===== src/rtl/wb_regfile_sb_pkg.sv =====
// wb_pkg: shared widths, op-code classes and op decode helpers for the
// writeback / register-file / scoreboard slice.
//   DW        data width
//   NREG      register count, AW address width
//   PEND_MAX  saturation point of the per-register pending counters, CW width
package wb_pkg;

  localparam int DW       = 8;
  localparam int NREG     = 4;
  localparam int AW       = $clog2(NREG);
  localparam int PEND_MAX = 3;
  localparam int CW       = 2;

  localparam logic [3:0] OP_NOP    = 4'h0;
  localparam logic [3:0] OP_ALU_LO = 4'h1;
  localparam logic [3:0] OP_ALU_HI = 4'h7;
  localparam logic [3:0] OP_LD     = 4'h8;
  localparam logic [3:0] OP_ST     = 4'h9;

  // ALU ops and loads write a register; NOP, store and branch/jump do not.
  function automatic logic op_writes(input logic [3:0] op);
    return (op >= OP_ALU_LO) && (op <= OP_LD);
  endfunction

  function automatic logic op_is_load(input logic [3:0] op);
    return op == OP_LD;
  endfunction

endpackage


===== src/rtl/wb_regfile_sb_if.sv =====
// wb_regfile_sb_if: decode-side and writeback-side signals of the register
// file. The slave modport is the register file; master is whoever drives
// decode issue/read requests and the DM->WB bundle.
//   issue_*         decode issue of a (possibly writing) instruction
//   use_*/rd_addr_* decode read requests, rd_data_* bypassed read data
//   stall           RAW stall back to decode
//   wb_*            registered DM->WB bundle
//   pending         per-register outstanding-write flags
//   sb_err          sticky scoreboard protocol error
interface wb_regfile_sb_if;
  import wb_pkg::*;

  logic                issue_valid;
  logic                issue_wr;
  logic [AW-1:0]       issue_rd;
  logic                use_a;
  logic                use_b;
  logic [AW-1:0]       rd_addr_a;
  logic [AW-1:0]       rd_addr_b;
  logic [DW-1:0]       rd_data_a;
  logic [DW-1:0]       rd_data_b;
  logic                stall;
  logic                wb_valid;
  logic [3:0]          wb_op;
  logic [AW-1:0]       wb_rd;
  logic [DW-1:0]       wb_alu_data;
  logic [DW-1:0]       wb_mem_data;
  logic [NREG-1:0]     pending;
  logic                sb_err;

  modport slave (
    input  issue_valid, issue_wr, issue_rd, use_a, use_b, rd_addr_a, rd_addr_b,
           wb_valid, wb_op, wb_rd, wb_alu_data, wb_mem_data,
    output rd_data_a, rd_data_b, stall, pending, sb_err
  );

  modport master (
    output issue_valid, issue_wr, issue_rd, use_a, use_b, rd_addr_a, rd_addr_b,
           wb_valid, wb_op, wb_rd, wb_alu_data, wb_mem_data,
    input  rd_data_a, rd_data_b, stall, pending, sb_err
  );

endinterface


===== src/rtl/wb_regfile_sb_sb_counter.sv =====
// sb_counter: one saturating up/down pending-write counter.
//   clk, rst_n  clock, async active-low reset
//   inc, dec    issue / retire strobes for this register
//   cnt         current count (registered)
//   pend        cnt != 0 after this edge (registered from next state)
//   err         sticky: inc at PEND_MAX or dec at 0 (net update only)
module sb_counter
  import wb_pkg::*;
(
  input  logic          clk,
  input  logic          rst_n,
  input  logic          inc,
  input  logic          dec,
  output logic [CW-1:0] cnt,
  output logic          pend,
  output logic          err
);

  localparam logic [CW-1:0] CNT_MAX = CW'(PEND_MAX);

  logic [CW-1:0] cnt_nxt;
  logic          err_nxt;

  // inc and dec together cancel, so saturation checks only see a net move.
  always_comb begin
    cnt_nxt = cnt;
    err_nxt = 1'b0;
    if (inc && !dec) begin
      if (cnt == CNT_MAX) err_nxt = 1'b1;
      else                cnt_nxt = cnt + CW'(1);
    end else if (dec && !inc) begin
      if (cnt == '0) err_nxt = 1'b1;
      else           cnt_nxt = cnt - CW'(1);
    end
  end

  always_ff @(posedge clk or negedge rst_n) begin
    if (!rst_n) begin
      cnt  <= '0;
      pend <= 1'b0;
      err  <= 1'b0;
    end else begin
      cnt  <= cnt_nxt;
      pend <= (cnt_nxt != '0);
      err  <= err | err_nxt;
    end
  end

endmodule


===== src/rtl/wb_regfile_sb.sv =====
// wb_regfile_sb: writeback consumer. Commits the DM->WB bundle into a
// NREG x DW register file, serves two bypassed decode read ports and keeps a
// per-register pending-write scoreboard that generates the RAW stall.
//   clk, rst_n  clock, async active-low reset
//   rf          wb_regfile_sb_if slave (decode + writeback + status)
module wb_regfile_sb
  import wb_pkg::*;
(
  input  logic           clk,
  input  logic           rst_n,
  wb_regfile_sb_if.slave rf
);

  logic            wb_commit;
  logic [DW-1:0]   wb_data;
  logic [DW-1:0]   regs [NREG];
  logic [CW-1:0]   cnt  [NREG];
  logic [NREG-1:0] inc;
  logic [NREG-1:0] dec;
  logic [NREG-1:0] pend;
  logic [NREG-1:0] err;
  logic            haz_a;
  logic            haz_b;
  logic            stall;

  assign wb_commit = rf.wb_valid & op_writes(rf.wb_op);
  assign wb_data   = op_is_load(rf.wb_op) ? rf.wb_mem_data : rf.wb_alu_data;

  always_ff @(posedge clk or negedge rst_n) begin
    if (!rst_n) begin
      for (int r = 0; r < NREG; r++) regs[r] <= '0;
    end else if (wb_commit) begin
      regs[rf.wb_rd] <= wb_data;
    end
  end

  assign rf.rd_data_a = (wb_commit && rf.wb_rd == rf.rd_addr_a) ? wb_data : regs[rf.rd_addr_a];
  assign rf.rd_data_b = (wb_commit && rf.wb_rd == rf.rd_addr_b) ? wb_data : regs[rf.rd_addr_b];

  // A retiring write is visible through the bypass, so only writes beyond
  // the one retiring this cycle still block the reader.
  assign haz_a = rf.use_a & (cnt[rf.rd_addr_a] > CW'(dec[rf.rd_addr_a]));
  assign haz_b = rf.use_b & (cnt[rf.rd_addr_b] > CW'(dec[rf.rd_addr_b]));
  assign stall = haz_a | haz_b;

  // Stall depends only on counters and retirement, never on inc: no loop.
  always_comb begin
    inc = '0;
    dec = '0;
    for (int r = 0; r < NREG; r++) begin
      inc[r] = rf.issue_valid & rf.issue_wr & ~stall & (rf.issue_rd == AW'(r));
      dec[r] = wb_commit & (rf.wb_rd == AW'(r));
    end
  end

  for (genvar g = 0; g < NREG; g++) begin : g_sb
    sb_counter u_cnt (
      .clk   (clk),
      .rst_n (rst_n),
      .inc   (inc[g]),
      .dec   (dec[g]),
      .cnt   (cnt[g]),
      .pend  (pend[g]),
      .err   (err[g])
    );
  end

  assign rf.stall   = stall;
  assign rf.pending = pend;
  assign rf.sb_err  = |err;

endmodule


===== src/flat_wrapper.sv =====
// flat-port wrapper written by rule: the top's interface ports become plain ports
module wb_regfile_sb_flat import wb_pkg::*;
  (clk, rst_n, rf_issue_valid, rf_issue_wr, rf_issue_rd, rf_use_a, rf_use_b, rf_rd_addr_a, rf_rd_addr_b, rf_wb_valid, rf_wb_op, rf_wb_rd, rf_wb_alu_data, rf_wb_mem_data, rf_rd_data_a, rf_rd_data_b, rf_stall, rf_pending, rf_sb_err);
  wb_regfile_sb_if rf_i ();
  input  logic clk;
  input  logic rst_n;
  input wire logic [$bits(rf_i.issue_valid)-1:0] rf_issue_valid;
  input wire logic [$bits(rf_i.issue_wr)-1:0] rf_issue_wr;
  input wire logic [$bits(rf_i.issue_rd)-1:0] rf_issue_rd;
  input wire logic [$bits(rf_i.use_a)-1:0] rf_use_a;
  input wire logic [$bits(rf_i.use_b)-1:0] rf_use_b;
  input wire logic [$bits(rf_i.rd_addr_a)-1:0] rf_rd_addr_a;
  input wire logic [$bits(rf_i.rd_addr_b)-1:0] rf_rd_addr_b;
  input wire logic [$bits(rf_i.wb_valid)-1:0] rf_wb_valid;
  input wire logic [$bits(rf_i.wb_op)-1:0] rf_wb_op;
  input wire logic [$bits(rf_i.wb_rd)-1:0] rf_wb_rd;
  input wire logic [$bits(rf_i.wb_alu_data)-1:0] rf_wb_alu_data;
  input wire logic [$bits(rf_i.wb_mem_data)-1:0] rf_wb_mem_data;
  output wire logic [$bits(rf_i.rd_data_a)-1:0] rf_rd_data_a;
  output wire logic [$bits(rf_i.rd_data_b)-1:0] rf_rd_data_b;
  output wire logic [$bits(rf_i.stall)-1:0] rf_stall;
  output wire logic [$bits(rf_i.pending)-1:0] rf_pending;
  output wire logic [$bits(rf_i.sb_err)-1:0] rf_sb_err;
  assign rf_i.issue_valid = rf_issue_valid;
  assign rf_i.issue_wr = rf_issue_wr;
  assign rf_i.issue_rd = rf_issue_rd;
  assign rf_i.use_a = rf_use_a;
  assign rf_i.use_b = rf_use_b;
  assign rf_i.rd_addr_a = rf_rd_addr_a;
  assign rf_i.rd_addr_b = rf_rd_addr_b;
  assign rf_i.wb_valid = rf_wb_valid;
  assign rf_i.wb_op = rf_wb_op;
  assign rf_i.wb_rd = rf_wb_rd;
  assign rf_i.wb_alu_data = rf_wb_alu_data;
  assign rf_i.wb_mem_data = rf_wb_mem_data;
  assign rf_rd_data_a = rf_i.rd_data_a;
  assign rf_rd_data_b = rf_i.rd_data_b;
  assign rf_stall = rf_i.stall;
  assign rf_pending = rf_i.pending;
  assign rf_sb_err = rf_i.sb_err;
  wb_regfile_sb u_core (.clk(clk), .rst_n(rst_n), .rf(rf_i));
endmodule

===== config.mk =====
export PLATFORM = sky130hd
export DESIGN_NAME = wb_regfile_sb_flat
export DESIGN_NICKNAME = d
export VERILOG_FILES = /design/src/rtl/wb_regfile_sb_pkg.sv /design/src/rtl/wb_regfile_sb_if.sv /design/src/rtl/wb_regfile_sb_sb_counter.sv /design/src/rtl/wb_regfile_sb.sv /design/src/flat_wrapper.sv
export SDC_FILE = /design/constraint.sdc
export NUM_CORES = 1
export LEC_CHECK = 0
export CORE_MARGIN = 2
export CORE_UTILIZATION = 56
export DETAILED_ROUTE_END_ITERATION = 16
export PLACE_DENSITY_LB_ADDON = 0.25
export SLEW_MARGIN = 20
export SYNTH_ARGS = -nofsm -noshare
export SYNTH_HDL_FRONTEND = slang
export SYNTH_HIERARCHICAL = 1
export SYNTH_SLANG_ARGS = --single-unit

===== constraint.sdc =====
create_clock -name clk -period 6.9 [get_ports clk]
set_clock_uncertainty 0.2 [all_clocks]
set_input_delay 1.38 -clock clk [delete_from_list [all_inputs] [get_ports clk]]
set_output_delay 1.38 -clock clk [all_outputs]
set_load 0.02 [all_outputs]

# ---- Word level (Yosys, flattened, before mapping)
# Index checks and enable logic that the tools add are counted.
dict set report op_classes {
  n_addsub 8
  order_cmp 10
  n_eq_ne 13
  n_mux 54
  bitwise 22
  reduce_logical 31
}
# operator count
set op_table {}
lappend op_table {{8-bit two-way mux} 8}
lappend op_table {{2-bit two-way mux} 20}
lappend op_table {{8-bit binary-select mux with 2-bit select} 2}
lappend op_table {{32-bit bitwise mux} 1}
lappend op_table {{1-bit two-way mux} 18}
lappend op_table {{8-bit demux with 2-bit select} 1}
lappend op_table {{2-bit == test, second input constant} 8}
lappend op_table {{1-bit bitwise AND} 13}
lappend op_table {{1-bit logical AND} 12}
lappend op_table {{2-bit zero test} 6}
lappend op_table {{3-bit greater-or-equal comparator, second input constant} 3}
lappend op_table {{2-bit inverter with 3-bit output} 3}
lappend op_table {{2-bit by 1-bit adder with 2-bit output, second input constant} 4}
lappend op_table {{2-bit binary-select mux with 2-bit select} 2}
lappend op_table {{1-bit zero test} 8}
lappend op_table {{2-bit nonzero test} 4}
lappend op_table {{2-bit by 1-bit subtractor with 2-bit output, second input constant} 4}
lappend op_table {{2-bit by 3-bit less-than comparator with 1-bit output, second input constant} 2}
lappend op_table {{1-bit bitwise OR} 5}
lappend op_table {{1-bit binary-select mux with 2-bit select} 2}
lappend op_table {{2-bit by 1-bit == test with 1-bit output, second input constant} 2}
lappend op_table {{2-bit == test} 2}
lappend op_table {{4-bit == test, second input constant} 1}
lappend op_table {{4-bit by 1-bit greater-or-equal comparator with 1-bit output, second input constant} 1}
lappend op_table {{5 further kinds} 6}
dict set report totals {
  register_bits 48
  out_inout_bits 22
  wordCells 154
}

# ---- Logic depth before layout (Yosys ltp)
dict set report logic_depth {
  ltp_word 17
  mapped_depth 12
}

# ---- Hierarchy
# The synthesis kept the hierarchy.
# module n_inst cells_per_inst area_per_inst_um2
set modules_own_cells {}
lappend modules_own_cells {wb_regfile_sb 1 159 2248.4}
lappend modules_own_cells {sb_counter 4 17 176.4}

# ---- Least setup slack after synthesis
# No wires, ideal clock.
dict set report synth_path {
  path_kind {input -> output}
  from {input port rf_wb_op[0]}
  to {output port rf_stall}
  t_arrival_ns 3.290
  required_ns 5.320
  setup_slack_ns 2.030
  cell_stages 8
  path_buffers 0
  path_cell_list {nor3_4 mux2i_4 nand3_4 inv_1 ha_1 o21ai_0 o21ai_0 o22ai_1}
}
dict set report synth_via {
  elab_chain_len 9
  elab_cells_between_ends 17
  classes_between {4 x order compare; 4 x mux; 8 x bitwise; 1 x reduce/logical}
}
# item line_no
set synth_lines {}
lappend synth_lines {{start: declaration} flat_wrapper.sv:15} ;# input wire logic [$bits(rf_i.wb_op)-1:0] rf_wb_op;
lappend synth_lines {{4-bit by 1-bit greater-or-equal comparator with 1-bit output or 4-bit <= comparator (tied branches)} wb_regfile_sb_pkg.sv:22} ;# return (op >= OP_ALU_LO) && (op <= OP_LD);
lappend synth_lines {{1-bit logical AND (*)} wb_regfile_sb_pkg.sv:22}
lappend synth_lines {{1-bit bitwise AND (*)} wb_regfile_sb.sv:26} ;# assign wb_commit = rf.wb_valid & op_writes(rf.wb_op);
lappend synth_lines {{1-bit bitwise AND} wb_regfile_sb.sv:52} ;# dec[r] = wb_commit & (rf.wb_rd == AW'(r));
lappend synth_lines {{1-bit binary-select mux with 2-bit select (on tied branches)} {wb_regfile_sb.sv:42, wb_regfile_sb.sv:43}}
lappend synth_lines {{1-bit two-way mux (on tied branches)} {wb_regfile_sb.sv:42, wb_regfile_sb.sv:43}}
lappend synth_lines {{2-bit by 1-bit > comparator with 1-bit output (on tied branches)} {wb_regfile_sb.sv:42, wb_regfile_sb.sv:43}}
lappend synth_lines {{1-bit bitwise AND (on tied branches)} {wb_regfile_sb.sv:42, wb_regfile_sb.sv:43}}
lappend synth_lines {{1-bit bitwise OR (*)} wb_regfile_sb.sv:44} ;# assign stall = haz_a | haz_b;
lappend synth_lines {{end: declaration} flat_wrapper.sv:21} ;# output wire logic [$bits(rf_i.stall)-1:0] rf_stall;
# Every way passes the cells marked *; elsewhere a longest branch is shown, timed or not. The select of a mux whose other input is x is not followed.

# ---- Worst setup path after layout
# Ends and elaborated chain as after synthesis.

==> summary.log <==
qor: yosys.syn_area 2950 um^2
qor: clock_tree.post-cts-setup-buffer-count 0
qor: routing.first_iter_violations 99
qor: floorplanning.floorplan.initialDensity 0.578
qor: routing.routed_via_density 5.99
qor: layout.final_cell_mix sky130_fd_sc_hd__mux2_2 (59), sky130_fd_sc_hd__clkdlybuf4s50_1 (55), sky130_fd_sc_hd__dfrtp_1 (48), sky130_fd_sc_hd__mux4_2 (18), sky130_fd_sc_hd__inv_1 (13)
qor: clock_tree.cts_buffers 5
qor: clock_tree.post_cts_resized 0
qor: layout.num_antenna_cells 0
qor: yosys.synth-seq-cells 48
qor: layout.mostFrequentLayoutCell sky130_fd_sc_hd__mux2_2
qor: routing.finalWirelength 6750 um
qor: routing.drt_drc_violations_left 0
qor: place.placement.cell_area 3580 um^2
qor: setup_path.cp_slowest_stage_delay 0.69 ns
qor: floorplanning.placement_rows 26
qor: sta.hold_viol 0
qor: setup_path.cp-start-kind primary input
qor: clock_tree.cts-root-to-sink-buffers 2
qor: setup_path.critical_path.max_fanout 9
qor: global_routing.gr-usage-met2 0.378
qor: global_routing.wire_length_of_the_first_global_routing_pass 11300 um
qor: setup_path.worstPathRequired 5.32 ns
qor: flow_run.max-cap-violations 0
qor: layout.finalCoreUtilization 0.723
qor: routing.per_cell_routed_wire_length 19.0 um
qor: global_routing.grt-busiest-layer met2
qor: yosys.synth.top_cells.by_area sky130_fd_sc_hd__dfrtp_1 (41%), sky130_fd_sc_hd__mux2_2 (22%), sky130_fd_sc_hd__mux4_2 (14%), sky130_fd_sc_hd__nand3_4 (1.8%), sky130_fd_sc_hd__inv_1 (1.7%)
qor: routing.postRouteAntennaNets 0
qor: sta.final.min_clock_period 6.08 ns
qor: sta.final-max-slew-violation-count 0
qor: sta.max_clock_freq 0.164 GHz
qor: global_routing.use_met3 0.0308
qor: global_routing.globalRoute.totalOverflow 0
qor: floorplanning.core_area 5110 um^2
qor: clock_tree.holdBufCountCts 0
qor: floorplanning.die_h 76.6 um
qor: sta.period_share 0.881
qor: yosys.postSynth.topFlopCell sky130_fd_sc_hd__dfrtp_1
qor: yosys.yosys.cell_types.count 34
qor: floorplanning.dieArea 5870 um^2
qor: setup_path.cp_data_arrival_time 4.50 ns
qor: place.detailedPlacementHpwl 4690 um
qor: global_routing.grt_use_met1 0.371
qor: floorplanning.count_of_pins_on_the_block_boundary 57
qor: place.buffer_ports.inserted 56
qor: yosys.yosysWarnings 6
qor: layout.postLayoutCellArea 3690 um^2
qor: routing.vias 2134
qor: worst_hold_path.worstHoldPathType reg -> reg
qor: global_routing.antenna_found_initial 0
qor: global_routing.globalRouteTotalUtil 0.244
qor: floorplanning.fp.dieW 76.6 um
qor: clock_tree.htreeDepth 2
qor: clock_tree.cts_tree built
qor: power_and_ir_drop.powerDensity 283 nW/um^2
qor: sta.timing.max_slew.rel_slack 0.456
qor: layout.fin_nets 322
qor: yosys.postSynth.asyncResetShare 1.00
qor: setup_path.crit_type in -> out
qor: clock_tree.clk_pin_slew_worst_paths 0.09 ns
qor: setup_path.critical_path.endpoint_type output port
qor: sta.rsz_0062_raised_after_global_routing false
qor: clock_tree.clkSinkCount 48
qor: sta.worstMarginPinSlew 0.805 ns
qor: global_routing.grt_start_max_net_pins 49
qor: setup_path.critical_path.most_common_cell sky130_fd_sc_hd__clkdlybuf4s50_1
qor: layout.share_of_final_layout_standard_cells_stronger_than_drive_strength_1 0.364
qor: setup_path.r2r_setup_slack 3.55 ns
qor: status.run_status finished, final reports clean
qor: global_routing.grt_pass1_vias 2122
qor: routing.drt_pass1_iterations 4
qor: clock_tree.clk-insertion-delay-late 0.29 ns
qor: setup_path.critical_path.cell_chain clkdlybuf4s50_1, nor3_4, mux2i_4, nand3_4, inv_1, ha_1, nor2_1, o31ai_1, o22ai_1, clkdlybuf4s50_1
qor: layout.fillers 367
qor: clock_tree.clock-root-buffer sky130_fd_sc_hd__clkbuf_8
qor: place.gp_congestion 0.787
qor: sta.timing.final.setup_violations 0
qor: sta.totalNegativeSetupSlack 0 ns
qor: yosys.synth-edff-count 0
qor: yosys.netlist.top_cell.by_area sky130_fd_sc_hd__dfrtp_1
qor: power_and_ir_drop.ir_worst_vdd 0.000216 V
qor: yosys.yosysTopAreaCellShare 0.407
qor: yosys.seq_total_area_yosys 0.407
qor: yosys.post_synth.cell_area_avg 13.0 um^2
qor: yosys.count_of_mapped_cells_out_of_synthesis 227
qor: power_and_ir_drop.power_leakage 1.51 nW
qor: yosys.synth_nets 264
qor: setup_path.cpMaxStageDelayCell sky130_fd_sc_hd__clkdlybuf4s50_1
qor: layout.layout_overhead_on_the_synthesized_area 25.0%
final cells by class:
cell class | count | area [um^2] | share of cell area
multi-input cells | 159 | 1670 | 0.453
flip-flops and latches | 48 | 1200 | 0.325
repair buffers | 58 | 573 | 0.155
well taps | 70 | 87.6 | 0.0237
clock buffers | 6 | 72.6 | 0.0197
inverters | 13 | 48.8 | 0.0132
clock inverters | 2 | 35.0 | 0.00949
per-stage QoR:
step | hold slack, ns | std cells | total power [mW] | worst slack, ns
global route | 0.315 | 356 | 1.10 | 0.613
CTS | 0.290 | 356 | 1.05 | 0.863
finish | 0.289 | 356 | 1.04 | 0.819
global placement | 0.267 | 348 | 0.828 | 0.968
detailed placement | 0.269 | 348 | 0.843 | 0.880
floorplan | 0.241 | 227 | 0.688 | 2.03
worst max-delay path, delay by kind of cell:
kind / cells / cell delay, ns
mux: 1 / 0.50
buf+inv: 3 / 1.27
compound gates: 2 / 0.44
fa+ha+maj: 1 / 0.23
simple gates: 3 / 0.67
sequential cells by signal, indices dropped and copies added (netlist names):
register and flops:
u_core/g_sb.u_cnt/err 4, u_core/regs 32, u_core/g_sb.u_cnt/pend 4, u_core/g_sb.u_cnt/cnt 8
synth_stat cells (5+ instances only):
| cell | instances |
|---|---|
| sky130_fd_sc_hd__a21oi_1 | 8 |
| sky130_fd_sc_hd__nor3_1 | 5 |
| sky130_fd_sc_hd__inv_1 | 13 |
| sky130_fd_sc_hd__dfrtp_1 | 48 |
| sky130_fd_sc_hd__mux2_2 | 59 |
| sky130_fd_sc_hd__o22ai_1 | 5 |
| sky130_fd_sc_hd__mux4_2 | 18 |
| sky130_fd_sc_hd__nand2_1 | 7 |
| sky130_fd_sc_hd__nor2_1 | 7 |
| sky130_fd_sc_hd__o31ai_1 | 5 |
layer usage:
| layer | wire, um | share of wire | vias to the layer above |
|---|---|---|---|
| met3 | 325 | 0.048 | 4 |
| met2 | 3230 | 0.48 | 70 |
| met4 | 46 | 0.0068 | 0 |
| li1 | - | - | 988 |
| met1 | 3150 | 0.47 | 1072 |
| met5 | 0 | 0 | - |
kinds of logic after synthesis:
| family | Yosys count | synth area share |
|---|---|---|
| DFF | 48 | 0.407 |
| AOI/OAI and AO/OA | 29 | 0.0652 |
| buffers and inverters | 20 | 0.0267 |
| adders and majority gates | 2 | 0.00847 |
| xor gates and xnor gates | 4 | 0.0119 |
| muxes | 78 | 0.370 |
| and+or+nand+nor | 46 | 0.111 |
power breakdown:
part           internal [mW]  switching [mW]
registers              0.363          0.0731
logic                  0.230           0.176
clock network          0.108          0.0937
final timing paths:
kind	from	end	cells after the start
worst max register to register	u_core/g_sb[2].u_cnt/cnt[0]$_DFF_PN0_	u_core/g_sb[2].u_cnt/err$_DFF_PN0_	9
max in group asynchronous	rst_n	u_core/regs[13]$_DFFE_PN0N_	1
worst min-delay path	u_core/g_sb[1].u_cnt/err$_DFF_PN0_	u_core/g_sb[1].u_cnt/err$_DFF_PN0_	1
worst max-delay path	rf_wb_op[0]	rf_stall	10
worst min register to register	u_core/g_sb[1].u_cnt/err$_DFF_PN0_	u_core/g_sb[1].u_cnt/err$_DFF_PN0_	1
min in group asynchronous	rst_n	u_core/g_sb[0].u_cnt/cnt[1]$_DFF_PN0_	1
Power figures use the tool's default switching activity.
